<file path="src/rtl/spi_sched_pkg.sv">
// Shared types and sizing helpers for the SPI transfer scheduler.
// Holds the frame sequencer state enum, the SHIFT-phase length and the CS-index width.
package spi_sched_pkg;

  typedef enum logic [2:0] {
    IDLE,
    SETUP,
    SHIFT,
    HOLD,
    GAP
  } state_e;

  function automatic int frame_len(input int clk_div, input int dat_width);
    return 2 * clk_div * dat_width;
  endfunction

  function automatic int cs_width(input int num_cs);
    return (num_cs > 1) ? $clog2(num_cs) : 1;
  endfunction

endpackage

</file>
<file path="src/rtl/spi_rr_arbiter.sv">
// Round-robin arbiter: combinational one-hot grant to the first request at/after the pointer.
// Zero latency grant; pointer moves past the winner only on a cycle where the grant is accepted.
module spi_rr_arbiter
  import spi_sched_pkg::*;
#(
  parameter int NUM_REQ = 4
) (
  input  logic               clk_i,
  input  logic               reset_n_i,
  input  logic [NUM_REQ-1:0] req_i,
  input  logic               accept_i,
  output logic [NUM_REQ-1:0] gnt_o
);

  localparam int PTR_W = $clog2(NUM_REQ);

  logic [PTR_W-1:0] ptr_q, ptr_d, win;
  logic [PTR_W:0]   sum;

  always_comb begin
    win = ptr_q;
    sum = '0;
    // Scan from farthest to nearest so the nearest requester at/after the pointer wins.
    for (int i = NUM_REQ - 1; i >= 0; i--) begin
      sum = {1'b0, ptr_q} + (PTR_W+1)'(i);
      if (sum >= (PTR_W+1)'(NUM_REQ)) sum = sum - (PTR_W+1)'(NUM_REQ);
      if (req_i[sum[PTR_W-1:0]]) win = sum[PTR_W-1:0];
    end
    gnt_o = '0;
    if (|req_i) gnt_o[win] = 1'b1;
    ptr_d = ptr_q;
    if (accept_i && |req_i) ptr_d = (win == PTR_W'(NUM_REQ - 1)) ? '0 : win + PTR_W'(1);
  end

  always_ff @(posedge clk_i or negedge reset_n_i) begin
    if (!reset_n_i) ptr_q <= '0;
    else            ptr_q <= ptr_d;
  end

endmodule

</file>
<file path="src/rtl/spi_xfer_scheduler.sv">
// Shares one SPI mode-0 link among NUM_REQ requesters; grant to done = 1+CLK_DIV*(2+2*DAT_WIDTH) cycles.
// Requests are levels held until gnt_o; no new grant is issued until the frame and CS gap finish.
module spi_xfer_scheduler
  import spi_sched_pkg::*;
#(
  parameter int NUM_REQ   = 4,
  parameter int DAT_WIDTH = 8,
  parameter int NUM_CS    = 4,
  parameter int CS_W      = cs_width(NUM_CS),
  parameter int CLK_DIV   = 2,
  parameter int CS_GAP    = 2
) (
  input  logic                         clk_i,
  input  logic                         reset_n_i,
  input  logic [NUM_REQ-1:0]           req_i,
  input  logic [NUM_REQ*CS_W-1:0]      req_cs_i,
  input  logic [NUM_REQ*DAT_WIDTH-1:0] req_dat_i,
  output logic [NUM_REQ-1:0]           gnt_o,
  output logic [NUM_REQ-1:0]           done_o,
  output logic [DAT_WIDTH-1:0]         rx_dat_o,
  output logic                         busy_o,
  output logic                         sck_o,
  output logic [NUM_CS-1:0]            csn_o,
  output logic                         mosi_o,
  input  logic                         miso_i
);

  localparam int FRAME   = frame_len(CLK_DIV, DAT_WIDTH);
  localparam int CNT_MAX = (FRAME > CS_GAP) ? FRAME : CS_GAP;
  localparam int CNT_W   = $clog2(CNT_MAX + 1);
  localparam int DIV_W   = $clog2(CLK_DIV + 1);

  state_e               state_q, state_d;
  logic [CNT_W-1:0]     cnt_q, cnt_d;
  logic [DIV_W-1:0]     div_q, div_d;
  logic [DAT_WIDTH-1:0] tx_q, tx_d, rx_q, rx_d, rx_dat_q, rx_dat_d;
  logic [CS_W-1:0]      cs_q, cs_d;
  logic [NUM_REQ-1:0]   own_q, own_d, done_q, done_d, arb_gnt;
  logic [NUM_CS-1:0]    csn_q, csn_d;
  logic                 sck_q, sck_d, mosi_q, mosi_d, busy_q, busy_d;

  spi_rr_arbiter #(.NUM_REQ(NUM_REQ)) u_arb (
    .clk_i     (clk_i),
    .reset_n_i (reset_n_i),
    .req_i     (req_i),
    .accept_i  (state_q == IDLE),
    .gnt_o     (arb_gnt)
  );

  always_comb begin
    state_d  = state_q;
    cnt_d    = cnt_q + CNT_W'(1);
    div_d    = div_q;
    tx_d     = tx_q;
    rx_d     = rx_q;
    cs_d     = cs_q;
    own_d    = own_q;
    sck_d    = sck_q;
    mosi_d   = mosi_q;
    csn_d    = csn_q;
    busy_d   = busy_q;
    done_d   = '0;
    rx_dat_d = rx_dat_q;
    case (state_q)
      IDLE: begin
        cnt_d = '0;
        if (|req_i) begin
          for (int k = 0; k < NUM_REQ; k++) begin
            if (arb_gnt[k]) begin
              cs_d = req_cs_i[k*CS_W +: CS_W];
              tx_d = req_dat_i[k*DAT_WIDTH +: DAT_WIDTH];
            end
          end
          state_d     = SETUP;
          own_d       = arb_gnt;
          mosi_d      = tx_d[DAT_WIDTH-1];
          csn_d       = '1;
          csn_d[cs_d] = 1'b0;
          busy_d      = 1'b1;
        end
      end
      SETUP: begin
        if (cnt_q == CNT_W'(CLK_DIV - 1)) begin
          state_d = SHIFT;
          cnt_d   = '0;
          div_d   = '0;
          sck_d   = 1'b1;
        end
      end
      SHIFT: begin
        // The final cycle is always the low half of the last bit, so no edge is lost here.
        if (cnt_q == CNT_W'(FRAME - 1)) begin
          state_d = HOLD;
          cnt_d   = '0;
          sck_d   = 1'b0;
        end else if (div_q == DIV_W'(CLK_DIV - 1)) begin
          div_d = '0;
          sck_d = ~sck_q;
          if (sck_q) begin
            rx_d   = {rx_q[DAT_WIDTH-2:0], miso_i};
            tx_d   = {tx_q[DAT_WIDTH-2:0], 1'b0};
            mosi_d = tx_d[DAT_WIDTH-1];
          end
        end else begin
          div_d = div_q + DIV_W'(1);
        end
      end
      HOLD: begin
        if (cnt_q == CNT_W'(CLK_DIV - 1)) begin
          state_d  = GAP;
          cnt_d    = '0;
          csn_d    = '1;
          done_d   = own_q;
          rx_dat_d = rx_q;
        end
      end
      GAP: begin
        if (cnt_q == CNT_W'(CS_GAP - 1)) begin
          state_d = IDLE;
          cnt_d   = '0;
          busy_d  = 1'b0;
        end
      end
      default: state_d = IDLE;
    endcase
  end

  always_ff @(posedge clk_i or negedge reset_n_i) begin
    if (!reset_n_i) begin
      state_q  <= IDLE;
      cnt_q    <= '0;
      div_q    <= '0;
      tx_q     <= '0;
      rx_q     <= '0;
      cs_q     <= '0;
      own_q    <= '0;
      sck_q    <= 1'b0;
      mosi_q   <= 1'b0;
      csn_q    <= '1;
      busy_q   <= 1'b0;
      done_q   <= '0;
      rx_dat_q <= '0;
    end else begin
      state_q  <= state_d;
      cnt_q    <= cnt_d;
      div_q    <= div_d;
      tx_q     <= tx_d;
      rx_q     <= rx_d;
      cs_q     <= cs_d;
      own_q    <= own_d;
      sck_q    <= sck_d;
      mosi_q   <= mosi_d;
      csn_q    <= csn_d;
      busy_q   <= busy_d;
      done_q   <= done_d;
      rx_dat_q <= rx_dat_d;
    end
  end

  assign gnt_o    = (state_q == IDLE) ? arb_gnt : '0;
  assign done_o   = done_q;
  assign rx_dat_o = rx_dat_q;
  assign busy_o   = busy_q;
  assign sck_o    = sck_q;
  assign csn_o    = csn_q;
  assign mosi_o   = mosi_q;

endmodule

</file>
<file path="config.mk">
export PLATFORM = sky130hd
export DESIGN_NAME = spi_xfer_scheduler
export DESIGN_NICKNAME = d
export VERILOG_FILES = /design/src/rtl/spi_sched_pkg.sv /design/src/rtl/spi_rr_arbiter.sv /design/src/rtl/spi_xfer_scheduler.sv
export SDC_FILE = /design/constraint.sdc
export NUM_CORES = 1
export LEC_CHECK = 0
export ABC_CLOCK_PERIOD_IN_PS = 7600
export CAP_MARGIN = 0
export CORE_MARGIN = 5
export CORE_UTILIZATION = 41
export DETAILED_ROUTE_END_ITERATION = 8
export GPL_ROUTABILITY_DRIVEN = 1
export PLACE_DENSITY = 0.74
export SLEW_MARGIN = 20
export SYNTH_ARGS = -nofsm -noshare
export SYNTH_HDL_FRONTEND = slang
export SYNTH_SLANG_ARGS = --single-unit
</file>
<file path="constraint.sdc">
create_clock -name clk_i -period 7.6 [get_ports clk_i]
set_input_delay 1.52 -clock clk_i [delete_from_list [all_inputs] [get_ports clk_i]]
set_output_delay 1.52 -clock clk_i [all_outputs]
set_load 0.05 [all_outputs]
</file>
==> reports/metrics.csv <==
stage,metric,value,unit
die,die area,8370,sq um
synthesis,Area contributors post-synth,"dfrtp_1 (45%), mux2_2 (7.9%), dfstp_2 (3.9%)",
synthesis,Yosys reg bits,53,
global_route,vias in the first global route,2309,
power_and_ir_drop,clock network fraction of total power,14.7,%
run,Max Cap Violations,0,
sta,fmax,0.171,GHz
setup_path,cell mode on critical path,clkdlybuf4s50_1,
setup_path,crit path to,gnt_o[1],
setup_path,worst setup path start,req_i[1],
setup_path,WP data arrival,4330,ps
synthesis,Main synth FF type,dfrtp_1,
sta,Setup Skew,8.70,ps
sta,RSZ-0062 raised after global routing,false,
power_and_ir_drop,NetSw,0.552,mW
placed_design,routability cong.,0.799,
drt,wire per inst,15.9,um
clock_network,clk root buf,clkbuf_8,
sta,setup violators final,0,
sta,final hold vios,0,
setup_path,required time of the critical path,6080,ps
power_and_ir_drop,PwrDens,372,nW/um^2
global_route,first-pass GRT wire length,10.8,mm
die,Die W,91.5,um
die,Starting Density,42.4,%
synthesis,share of the synthesized area in the top cell type,45.0,%
drt,Final ANT Viol Nets,0,
sta,Tcrit/Tclk final,76.9,%
clock_network,hold buffers post-CTS,0,
clock_network,Num CTS Buffers,5,
global_route,total gr overflow,0,
drt,vias per cell,5.54,
clock_network,PostCTS Resize Cnt,0,
setup_path,"setup slack, reg-to-reg",4720,ps
die,number of I/O pins,70,
synthesis,sequential share of the synthesized area,48.9,%
clock_network,Longest Clk Path Bufs,2,
synthesis,Synth Instances,252,
power_and_ir_drop,switch share,41.3,%
layout,fraction of layout cells with a size suffix above 1,13.5,%
layout,nets,371,
setup_path,CP Depth,8,
drt,DR DRC count,0,
power_and_ir_drop,static leakage,1.51,nW
min_path,Min-Delay Path Class,register to register,
power_and_ir_drop,peak supply drop,232,uV
synthesis,Synth Cell Area,2720,sq um
layout,Finished Layout Cells,396,
synthesis,Post-synth EDFFs,0,
global_route,GRT Total Usage,15.4,%
synthesis,"area leader, netlist",dfrtp_1,
synthesis,Yosys Warn Count,0,
setup_path,Worst Path Buf+Inv,3,
setup_path,critical path's top delay family,buffers and inverters,
setup_path,CP max-delay cell,clkdlybuf4s50_1,
placed_design,dpl hpwl,4.59,mm
setup_path,CP Max Fanout,15,
global_route,initial antenna violation count,0,
sta,Slew headroom,45.5,%
setup_path,Crit path largest cell delay,800,ps
drt,final wirelength,6.31,mm
power_and_ir_drop,Seq pwr share,34.3,%
setup_path,beginning of the worst register-to-register path,u_arb.ptr_q[1]$_DFFE_PN0P_,
sta,Least-Margin Pin Slew,810,ps
setup_path,startpoint types,input pin,
setup_path,reg2reg path depth,9,
power_and_ir_drop,total power,1.34,mW
layout,"Area growth, synth to finish",31.9,%
die,Die Height,91.5,um
drt,via count,2194,
clock_network,Clock transition at path regs,100,ps
synthesis,asr flop ratio synth,100,%
sta,"Min Clock Period, post-route",5850,ps
setup_path,Critical R2R Capture,tx_q[2]$_DFFE_PN0P_,
synthesis,post-synth cell types,55,
synthesis,Avg Inst Size Synth,10.8,sq um
layout,diode count,0,
placed_design,number of cells after detailed placement,387,
global_route,largest net degree at the start of global routing,54,
drt,DR iter-0 viols,73,
die,CORE AREA,6420,sq um
sta,Max Slew Vio Count,0,
clock_network,CTS H-tree lvls,2,
setup_path,CP Cell Sequence,clkdlybuf4s50_1 > nor2_1 > a221o_1 > o22a_1 > inv_1 > ha_1 > and2_1 > clkdlybuf4s50_1,
synthesis,syn nets,305,
drt,DR pass1 iterations,4,
outcome,status,"finished, final reports clean",
die,row count,29,
power_and_ir_drop,Logic pwr share,51.0,%
sta,setup_tns,0,ps
setup_path,kind of critical path,input pin to output port,
placed_design,IO buf count,69,
clock_network,clk sink count,53,
clock_network,CTS tree,yes,
clock_network,setup bufs post-CTS,0,
clock_network,latest clock arrival within the worst-skew pair,300,ps
power_and_ir_drop,Int Power,0.785,mW
setup_path,CP endpoint kind,output port,
## logic make-up (layout without fill, tap and decap cells)
group	count (synthesis)	in the layout	share of synthesized area, %
compound gates	73	73	20.6
xor+xnor	4	4	1.29
fa+ha+maj	6	6	2.76
buf+inv	24	91	4.04
flops	53	53	48.9
mux	20	20	8.27
simple gates	72	72	14.1
## power by group through the flow
stage	Combinational, mW	Sequential (mW)	Clock [mW]
floorplan	0.448	0.519	0
global route	0.757	0.474	0.210
CTS	0.684	0.459	0.202
finish	0.682	0.459	0.197
detailed placement	0.682	0.463	0
global placement	0.668	0.458	0
## routing by layer
metal	track usage, %	vias to the layer above	part of all wire, %
met5	0	-	0
met4	3.27	0	0.75
met3	3.22	6	5.5
met2	25.8	60	49
met1	20.7	1068	44
li1	-	1060	-
## cells in the mapped netlist (2+ instances only)
master / n
dfrtp_1: 49
nand2_1: 22
mux2_2: 19
nor2_1: 17
a21oi_1: 13
o21ai_0: 11
inv_1: 10
and2_1: 9
o221ai_1: 9
a221oi_1: 8
clkbuf_1: 8
a2bb2oi_1: 7
ha_1: 6
dfstp_2: 4
nor2b_1: 4
o32a_1: 4
xnor2_1: 4
nand3_1: 3
a31oi_1: 2
and3_1: 2
buf_6: 2
nand4b_1: 2
nor3b_1: 2
o211ai_1: 2
o21ai_2: 2
o31ai_1: 2
## worst min-delay path by stage
stage / start / endpoint / slack, ps / cells past startpoint
2_1_floorplan: tx_q[0]$_DFFE_PN0P_ / tx_q[0]$_DFFE_PN0P_ / 450 / 2
4_1_cts: register / register / 490 / 2
6_report: register / register / 480 / 2
3_3_place_gp: own_q[3]$_DFFE_PN0P_ / done_o[3]$_DFF_PN0_ / 460 / 1
3_5_place_dp: register / register / 470 / 2
5_1_grt: own_q[2]$_DFFE_PN0P_ / done_o[2]$_DFF_PN0_ / 510 / 1
## final cells by class
class,count,area [sq um]
fill,573,2830
sequential,53,1330
multi-input combinational,175,1290
timing repair buffer,72,712
tap,77,96.3
clock buffer,6,82.6
inverter,11,41.3
clock inverter,2,37.5
## flip-flops by register name (all words and copies together), names as in the netlist, named ones only
register     count
done_o           4
busy_o           1
cs_q             2
rx_q             8
tx_q             7
state_q          3
csn_o            4
rx_dat_o         8
div_q            2
own_q            4
sck_o            1
cnt_q            6
u_arb.ptr_q      2
## tightest hold or removal path, cell delays in order (launching register included)
cell and delay (ps):
dfrtp_1 350, nand2_1 60, o21ai_2 50
## placed cells by master (no fill, tap or decap), drive strengths merged, types with 3 or more instances in the layout
cell and instances:
clkbuf 6, nor2b 4, ha 6, nand3 3, and2 9, mux2 20, dfstp 4, buf 4
dfrtp 49, a221oi 8, o32a 4, nand2 22, inv 10, clkdlybuf4s50 68, nor3b 3, a21oi 14
o221ai 9, xnor2 4, a2bb2oi 7, o21ai 14, nor2 17
## per-stage QoR
step | hold WS [ps] | worst slack (ps) | instance area, sq um | util, %
2_1_floorplan | 449 | 2960 | 2720 | -
3_3_place_gp | 458 | 1820 | 3460 | 53.9
3_5_place_dp | 465 | 1760 | 3460 | 53.9
4_1_cts | 487 | 1750 | 3580 | 55.7
5_1_grt | 507 | 1610 | 3590 | 55.9
6_report | 482 | 1750 | 3590 | 55.9
Note: power is estimated with default switching activity, not from simulation.
